**config.mk**
```make
export PLATFORM = sky130hd
export DESIGN_NAME = operand_entry
export DESIGN_NICKNAME = d
export VERILOG_FILES = /design/src/rtl/operand_entry_pkg.sv /design/src/rtl/operand_entry_btn_repeat.sv /design/src/rtl/operand_entry.sv
export SDC_FILE = /design/constraint.sdc
export NUM_CORES = 1
export LEC_CHECK = 0
export ABC_AREA = 1
export CAP_MARGIN = 30
export CORE_MARGIN = 5
export CORE_UTILIZATION = 45
export DETAILED_ROUTE_END_ITERATION = 8
export HOLD_SLACK_MARGIN = 0.1
export PLACE_DENSITY = 0.82
export SYNTH_ARGS = -nofsm -noshare
export SYNTH_HDL_FRONTEND = slang
export SYNTH_SLANG_ARGS = --single-unit
```
**constraint.sdc**
```tcl
create_clock -name clk -period 2.7 [get_ports clk]
set_input_delay 0.54 -clock clk [delete_from_list [all_inputs] [get_ports clk]]
set_output_delay 0.54 -clock clk [all_outputs]
set_load 0.03 [all_outputs]
```
**src/rtl/operand_entry_pkg.sv**
```systemverilog
// operand_entry_pkg: shared types and constants for the operand entry block.
//   state_t  - editor state (EDIT_A, EDIT_B, SHOW)
//   action_t - single action chosen per cycle by button priority
//   REPEAT_*_DEF - default auto-repeat timing in clk cycles
package operand_entry_pkg;

  typedef enum logic [1:0] {EDIT_A, EDIT_B, SHOW} state_t;

  typedef enum logic [2:0] {NONE, CLR, SUM, DIFF, SEL_A, SEL_B, INC, DEC} action_t;

  localparam int REPEAT_DELAY_DEF = 25_000_000;
  localparam int REPEAT_RATE_DEF  = 5_000_000;

  // Counter width able to hold the larger of the two repeat intervals.
  function automatic int cnt_width(input int delay, input int rate);
    return $clog2(((delay > rate) ? delay : rate) + 1);
  endfunction

endpackage

```
**src/rtl/operand_entry_btn_repeat.sv**
```systemverilog
// btn_repeat: press generator for one button.
//   clk     - clock
//   btn     - level button state, active-high
//   reset   - sync active-high reset (auto-repeat build only)
//   restart - a higher-priority action happened; restart repeat timing
//             (auto-repeat build only)
//   press   - one-cycle pulse: rising edge, or an auto-repeat step
// Optional feature macro: OPERAND_AUTOREPEAT_EN (adds delay/rate counter).
module btn_repeat
  import operand_entry_pkg::*;
#(
  parameter int REPEAT_DELAY = REPEAT_DELAY_DEF,
  parameter int REPEAT_RATE  = REPEAT_RATE_DEF
) (
  input  logic clk,
`ifdef OPERAND_AUTOREPEAT_EN
  input  logic reset,
  input  logic restart,
`endif
  input  logic btn,
  output logic press
);

  logic prev;
  logic edge_p;

  // Previous sample always follows the input, including during reset, so a
  // button held through reset never looks like a fresh press.
  always_ff @(posedge clk) prev <= btn;

  assign edge_p = btn & ~prev;

`ifdef OPERAND_AUTOREPEAT_EN
  localparam int CW = cnt_width(REPEAT_DELAY, REPEAT_RATE);

  logic [CW-1:0] cnt;
  logic          first;  // still waiting for the initial (longer) delay
  logic          armed;  // hold began with a real edge after reset
  logic          rpt;

  assign rpt   = btn & prev & armed &
                 (cnt == (first ? CW'(REPEAT_DELAY) : CW'(REPEAT_RATE)));
  assign press = edge_p | rpt;

  always_ff @(posedge clk) begin
    if (reset) begin
      cnt   <= '0;
      first <= 1'b1;
      armed <= 1'b0;
    end else if (!btn) begin
      cnt   <= '0;
      first <= 1'b1;
      armed <= 1'b0;
    end else if (edge_p || restart) begin
      // cnt counts cycles since the timing origin; origin cycle is 0.
      if (edge_p) armed <= 1'b1;
      cnt   <= CW'(1);
      first <= 1'b1;
    end else if (rpt) begin
      cnt   <= CW'(1);
      first <= 1'b0;
    end else if (armed) begin
      cnt   <= cnt + CW'(1);
    end
  end
`else
  assign press = edge_p;
`endif

endmodule

```
**src/rtl/operand_entry.sv**
```systemverilog
// operand_entry: NES-button driven operand editor for an adder/subtractor.
//   clk, reset          - clock, sync active-high reset
//   up/down/left/right/select/a_but/b_but - level buttons, active-high
//   a_op, b_op          - operands (registered)
//   cin, slct           - 1/1 selects difference, 0/0 selects sum
//   edit_b              - 1 while editing operand B
//   show                - 1 while a result is displayed
// Optional feature macro: OPERAND_AUTOREPEAT_EN (hold-to-repeat on up/down).
module operand_entry
  import operand_entry_pkg::*;
#(
  parameter int WIDTH        = 4,
  parameter int REPEAT_DELAY = REPEAT_DELAY_DEF,
  parameter int REPEAT_RATE  = REPEAT_RATE_DEF
) (
  input  logic             clk,
  input  logic             reset,
  input  logic             up,
  input  logic             down,
  input  logic             left,
  input  logic             right,
  input  logic             select,
  input  logic             a_but,
  input  logic             b_but,
  output logic [WIDTH-1:0] a_op,
  output logic [WIDTH-1:0] b_op,
  output logic             cin,
  output logic             slct,
  output logic             edit_b,
  output logic             show
);

  state_t           state, state_n;
  action_t          act;
  logic [WIDTH-1:0] a_n, b_n;
  logic             cin_n, slct_n;
  logic [4:0]       prev;
  logic             sel_p, a_p, b_p, l_p, r_p, up_p, dn_p;

  always_ff @(posedge clk) prev <= {select, a_but, b_but, left, right};

  assign sel_p = select & ~prev[4];
  assign a_p   = a_but  & ~prev[3];
  assign b_p   = b_but  & ~prev[2];
  assign l_p   = left   & ~prev[1];
  assign r_p   = right  & ~prev[0];

`ifdef OPERAND_AUTOREPEAT_EN
  logic hi_up, hi_dn;
  assign hi_up = sel_p | a_p | b_p | l_p | r_p;
  assign hi_dn = hi_up | up_p;

  btn_repeat #(.REPEAT_DELAY(REPEAT_DELAY), .REPEAT_RATE(REPEAT_RATE)) u_up (
    .clk(clk), .reset(reset), .restart(hi_up), .btn(up), .press(up_p));
  btn_repeat #(.REPEAT_DELAY(REPEAT_DELAY), .REPEAT_RATE(REPEAT_RATE)) u_dn (
    .clk(clk), .reset(reset), .restart(hi_dn), .btn(down), .press(dn_p));
`else
  btn_repeat #(.REPEAT_DELAY(REPEAT_DELAY), .REPEAT_RATE(REPEAT_RATE)) u_up (
    .clk(clk), .btn(up), .press(up_p));
  btn_repeat #(.REPEAT_DELAY(REPEAT_DELAY), .REPEAT_RATE(REPEAT_RATE)) u_dn (
    .clk(clk), .btn(down), .press(dn_p));
`endif

  // One action per cycle; lower-priority edges in the same cycle are lost.
  always_comb begin
    act = NONE;
    if      (sel_p) act = CLR;
    else if (a_p)   act = SUM;
    else if (b_p)   act = DIFF;
    else if (l_p)   act = SEL_A;
    else if (r_p)   act = SEL_B;
    else if (up_p)  act = INC;
    else if (dn_p)  act = DEC;
  end

  always_comb begin
    state_n = state;
    a_n     = a_op;
    b_n     = b_op;
    cin_n   = cin;
    slct_n  = slct;
    unique case (act)
      CLR: begin
        state_n = EDIT_A;
        a_n     = '0;
        b_n     = '0;
        cin_n   = 1'b0;
        slct_n  = 1'b0;
      end
      SUM: begin
        state_n = SHOW;
        cin_n   = 1'b0;
        slct_n  = 1'b0;
      end
      DIFF: begin
        state_n = SHOW;
        cin_n   = 1'b1;
        slct_n  = 1'b1;
      end
      SEL_A: state_n = EDIT_A;
      // Leaving SHOW always returns to A, whichever direction was pressed.
      SEL_B: state_n = (state == SHOW) ? EDIT_A : EDIT_B;
      INC: begin
        if (state == EDIT_A) a_n = a_op + WIDTH'(1);
        if (state == EDIT_B) b_n = b_op + WIDTH'(1);
      end
      DEC: begin
        if (state == EDIT_A) a_n = a_op - WIDTH'(1);
        if (state == EDIT_B) b_n = b_op - WIDTH'(1);
      end
      default: ;
    endcase
  end

  always_ff @(posedge clk) begin
    if (reset) begin
      state  <= EDIT_A;
      a_op   <= '0;
      b_op   <= '0;
      cin    <= 1'b0;
      slct   <= 1'b0;
      edit_b <= 1'b0;
      show   <= 1'b0;
    end else begin
      state  <= state_n;
      a_op   <= a_n;
      b_op   <= b_n;
      cin    <= cin_n;
      slct   <= slct_n;
      edit_b <= (state_n == EDIT_B);
      show   <= (state_n == SHOW);
    end
  end

endmodule
```
==> qor.yml <==
worst_setup_path:
  rr_endpoint: "a_op[2]"
  r2r_start: "prev[0]"
  crit_family: "buffers and inverters"
  crit_path_top_delay_cell: "clkdlybuf4s50_1"
  arrival_ns: 2.46
  crit_top_cell: "xor2_1"
  crit_path_end_kind: "flop"
  worstPathCellList: "clkdlybuf4s50_1 -> inv_2 -> o21ai_4 -> nand4_4 -> nor2_8 -> xor2_1 -> ha_1 -> a21oi_1 -> xor2_1 -> nand2_1 -> a21oi_2"
  worstPathMaxFanout: 7
  path_buf_inv: 2
  worstSetupPathType: "in2reg"
  reg2reg_depth: 12
  required_ns: 2.93
  crit_path_start_kind: "input port"
  r2r_setup_slack_ns: 0.87
  slowest_delay_ns: 0.49
status:
  status: "complete, no violations"
floorplan:
  fp-row-count: 18
  core-area_um2: 2410
  start_util_pct: 45.8
  dieArea_um2: 3540
  ios: 21
  fp.dieH_um: 59.5
  chipWidth_um: 59.5
yosys:
  async_flop_share_pct: 0
  synth_ff_type: "dfxtp_1"
  synth_nets: 156
  yosysUniqueCellTypes: 32
  postSynthCellCount: 144
  yosysSeqAreaShare_pct: 36.3
  synth_seq_cells: 20
  yosys_warnings: 0
  syn_area_per_cell_um2: 7.66
  netlist_area_um2: 1100
  synth-edff-count: 0
finish:
  n_antenna_cell: 0
  area_growth_pct: 23.8
  n_fill_cell: 217
  mostFrequentLayoutCells: "inv_1 (24), nand2_1 (23), dfxtp_1 (20), clkdlybuf4s50_1 (20), nand3_1 (10)"
  drive_gt1_share_pct: 19.9
  final_core_util_pct: 56.7
  final_common_cell: "inv_1"
  fin_nets: 179
worst_hold_path:
  hp-class: "reg2reg"
  worstHoldEndpoint: "b_op[3]"
  hold_path_startpoint: "b_op[3]"
  hold-path-cell-count: 2
global_route:
  grt_max_degree: 12
  grt-ovfl-total: 0
  grt_pass1_vias: 953
  antenna_found_initial: 0
  grt_pass1_wl_um: 3810
  grt_usage_pct: 14.0
placement:
  port_buffers: 20
  hpwlAfterDp_um: 1710
  gp_congestion: 0.820
sta:
  rsz0062_at_grt: "false"
  min_period_ns: 2.22
  setup_tns_ns: 0
  tightestPinTransition_ns: 0.424
  slew_violations: 0
  clock_skew_ns: 0.00301
  hold_violations: 0
  finalCritPeriodShare_pct: 82.4
  finalSetupViolations: 0
  fmax_ghz: 0.450
  slew_headroom_pct: 71.7
drt:
  routed_wl_um: 2150
  drt_first_pass_iters: 4
  route.detailed.drc: 0
  wl_per_cell_um: 11.0
  drt-initial-drc-count: 11
  via_per_inst: 4.79
  ant_nets: 0
  via_count: 939
clock_network:
  htreeDepth: 1
  post_cts_resized: 0
  clock_sinks: 20
  postCtsSetupRepairBufs: 0
  clkTransAtPathRegs_ns: 0.11
  clockRootBuffer: "clkbuf_4"
  clockBufferDepth: 2
  hold_buffers: 0
  cts_buffers: 3
  cts_tree: "yes"
  clk_latency_ns: 0.29
flow_run:
  cap_violations: 0
pwr:
  peakVddDrop_uv: 351
  leakagePower_uw: 0.000674
  power_density_nw_per_um2: 459
## per-layer routing
layer | GRT usage (%) | up-vias | wire length, um
li1 | - | 501 | -
met1 | 16.7 | 419 | 963
met2 | 23.9 | 17 | 1110
met3 | 2.18 | 2 | 65
met4 | 7.28 | 0 | 17
met5 | 0 | - | 0
## worst max path at each step
stage          startpoint       to  depth (start not counted)
2_1_floorplan        down  b_op[2]                         11
3_3_place_gp         down  a_op[2]                         15
3_5_place_dp         down  a_op[2]                         11
4_1_cts              down  a_op[2]                         11
5_1_grt              down  b_op[2]                         12
6_report             down  a_op[2]                         11
## power by group
| part | internal (uW) | total, uW | switching (uW) |
|---|---|---|---|
| clock network | 82.1 | 171 | 88.7 |
| registers | 309 | 318 | 8.53 |
| logic | 54.0 | 139 | 84.9 |
## tightest hold or removal path: stages, from the launching register on
cell	delay (ns)
dfxtp_1	0.35
nand2_1	0.07
a21oi_1	0.05
## sequential cells by signal, summed over array words and instances, names as in the netlist
name,cells
slct,1
edit_b,1
u_dn.prev,1
state,2
prev,5
u_up.prev,1
a_op,4
show,1
b_op,4
## area by class of cell
cell class / count / area, um^2 / area share (%)
clock buffer: 4 / 36.3 / 2.66
inverter: 32 / 124 / 9.07
multi-input combinational: 90 / 568 / 41.6
sequential: 20 / 400 / 29.3
tap: 30 / 37.5 / 2.75
timing repair buffer: 20 / 200 / 14.7
## Yosys cell counts (2+ instances only)
library cell / n / area, um^2
inv_1: 24 / 90.1
o21ai_2: 2 / 17.5
a211oi_1: 2 / 15.0
nand3_1: 10 / 50.1
nand2_2: 7 / 43.8
dfxtp_1: 20 / 400
ha_1: 3 / 37.5
a21oi_1: 9 / 45.0
nor2_2: 2 / 12.5
xor2_1: 2 / 17.5
inv_2: 5 / 18.8
nand2_1: 23 / 86.3
nor3_1: 3 / 15.0
o21ai_0: 4 / 20.0
nor2_1: 6 / 22.5
xnor2_1: 2 / 17.5
nand2_4: 3 / 33.8
o21ai_1: 3 / 15.0
## cell families after synthesis
kind of cell / after synthesis / synth area share (%)
fa+ha+maj: 3 / 3.40
compound gates: 23 / 13.9
buf+inv: 34 / 12.2
xor+xnor: 4 / 3.18
simple gates: 60 / 31.0
flops: 20 / 36.3
## stage by stage
step | instance area (um^2) | std cells | total power (uW) | hold WS [ns] | setup WS (ns)
2_1_floorplan | 1100 | 144 | 421 | 0.492 | 0.837
3_3_place_gp | 1330 | 192 | 458 | 0.478 | 0.250
3_5_place_dp | 1330 | 192 | 464 | 0.489 | 0.169
4_1_cts | 1370 | 196 | 640 | 0.505 | 0.487
5_1_grt | 1370 | 196 | 662 | 0.524 | 0.349
6_report | 1370 | 196 | 628 | 0.501 | 0.475
(Power assumes the default switching activity.)
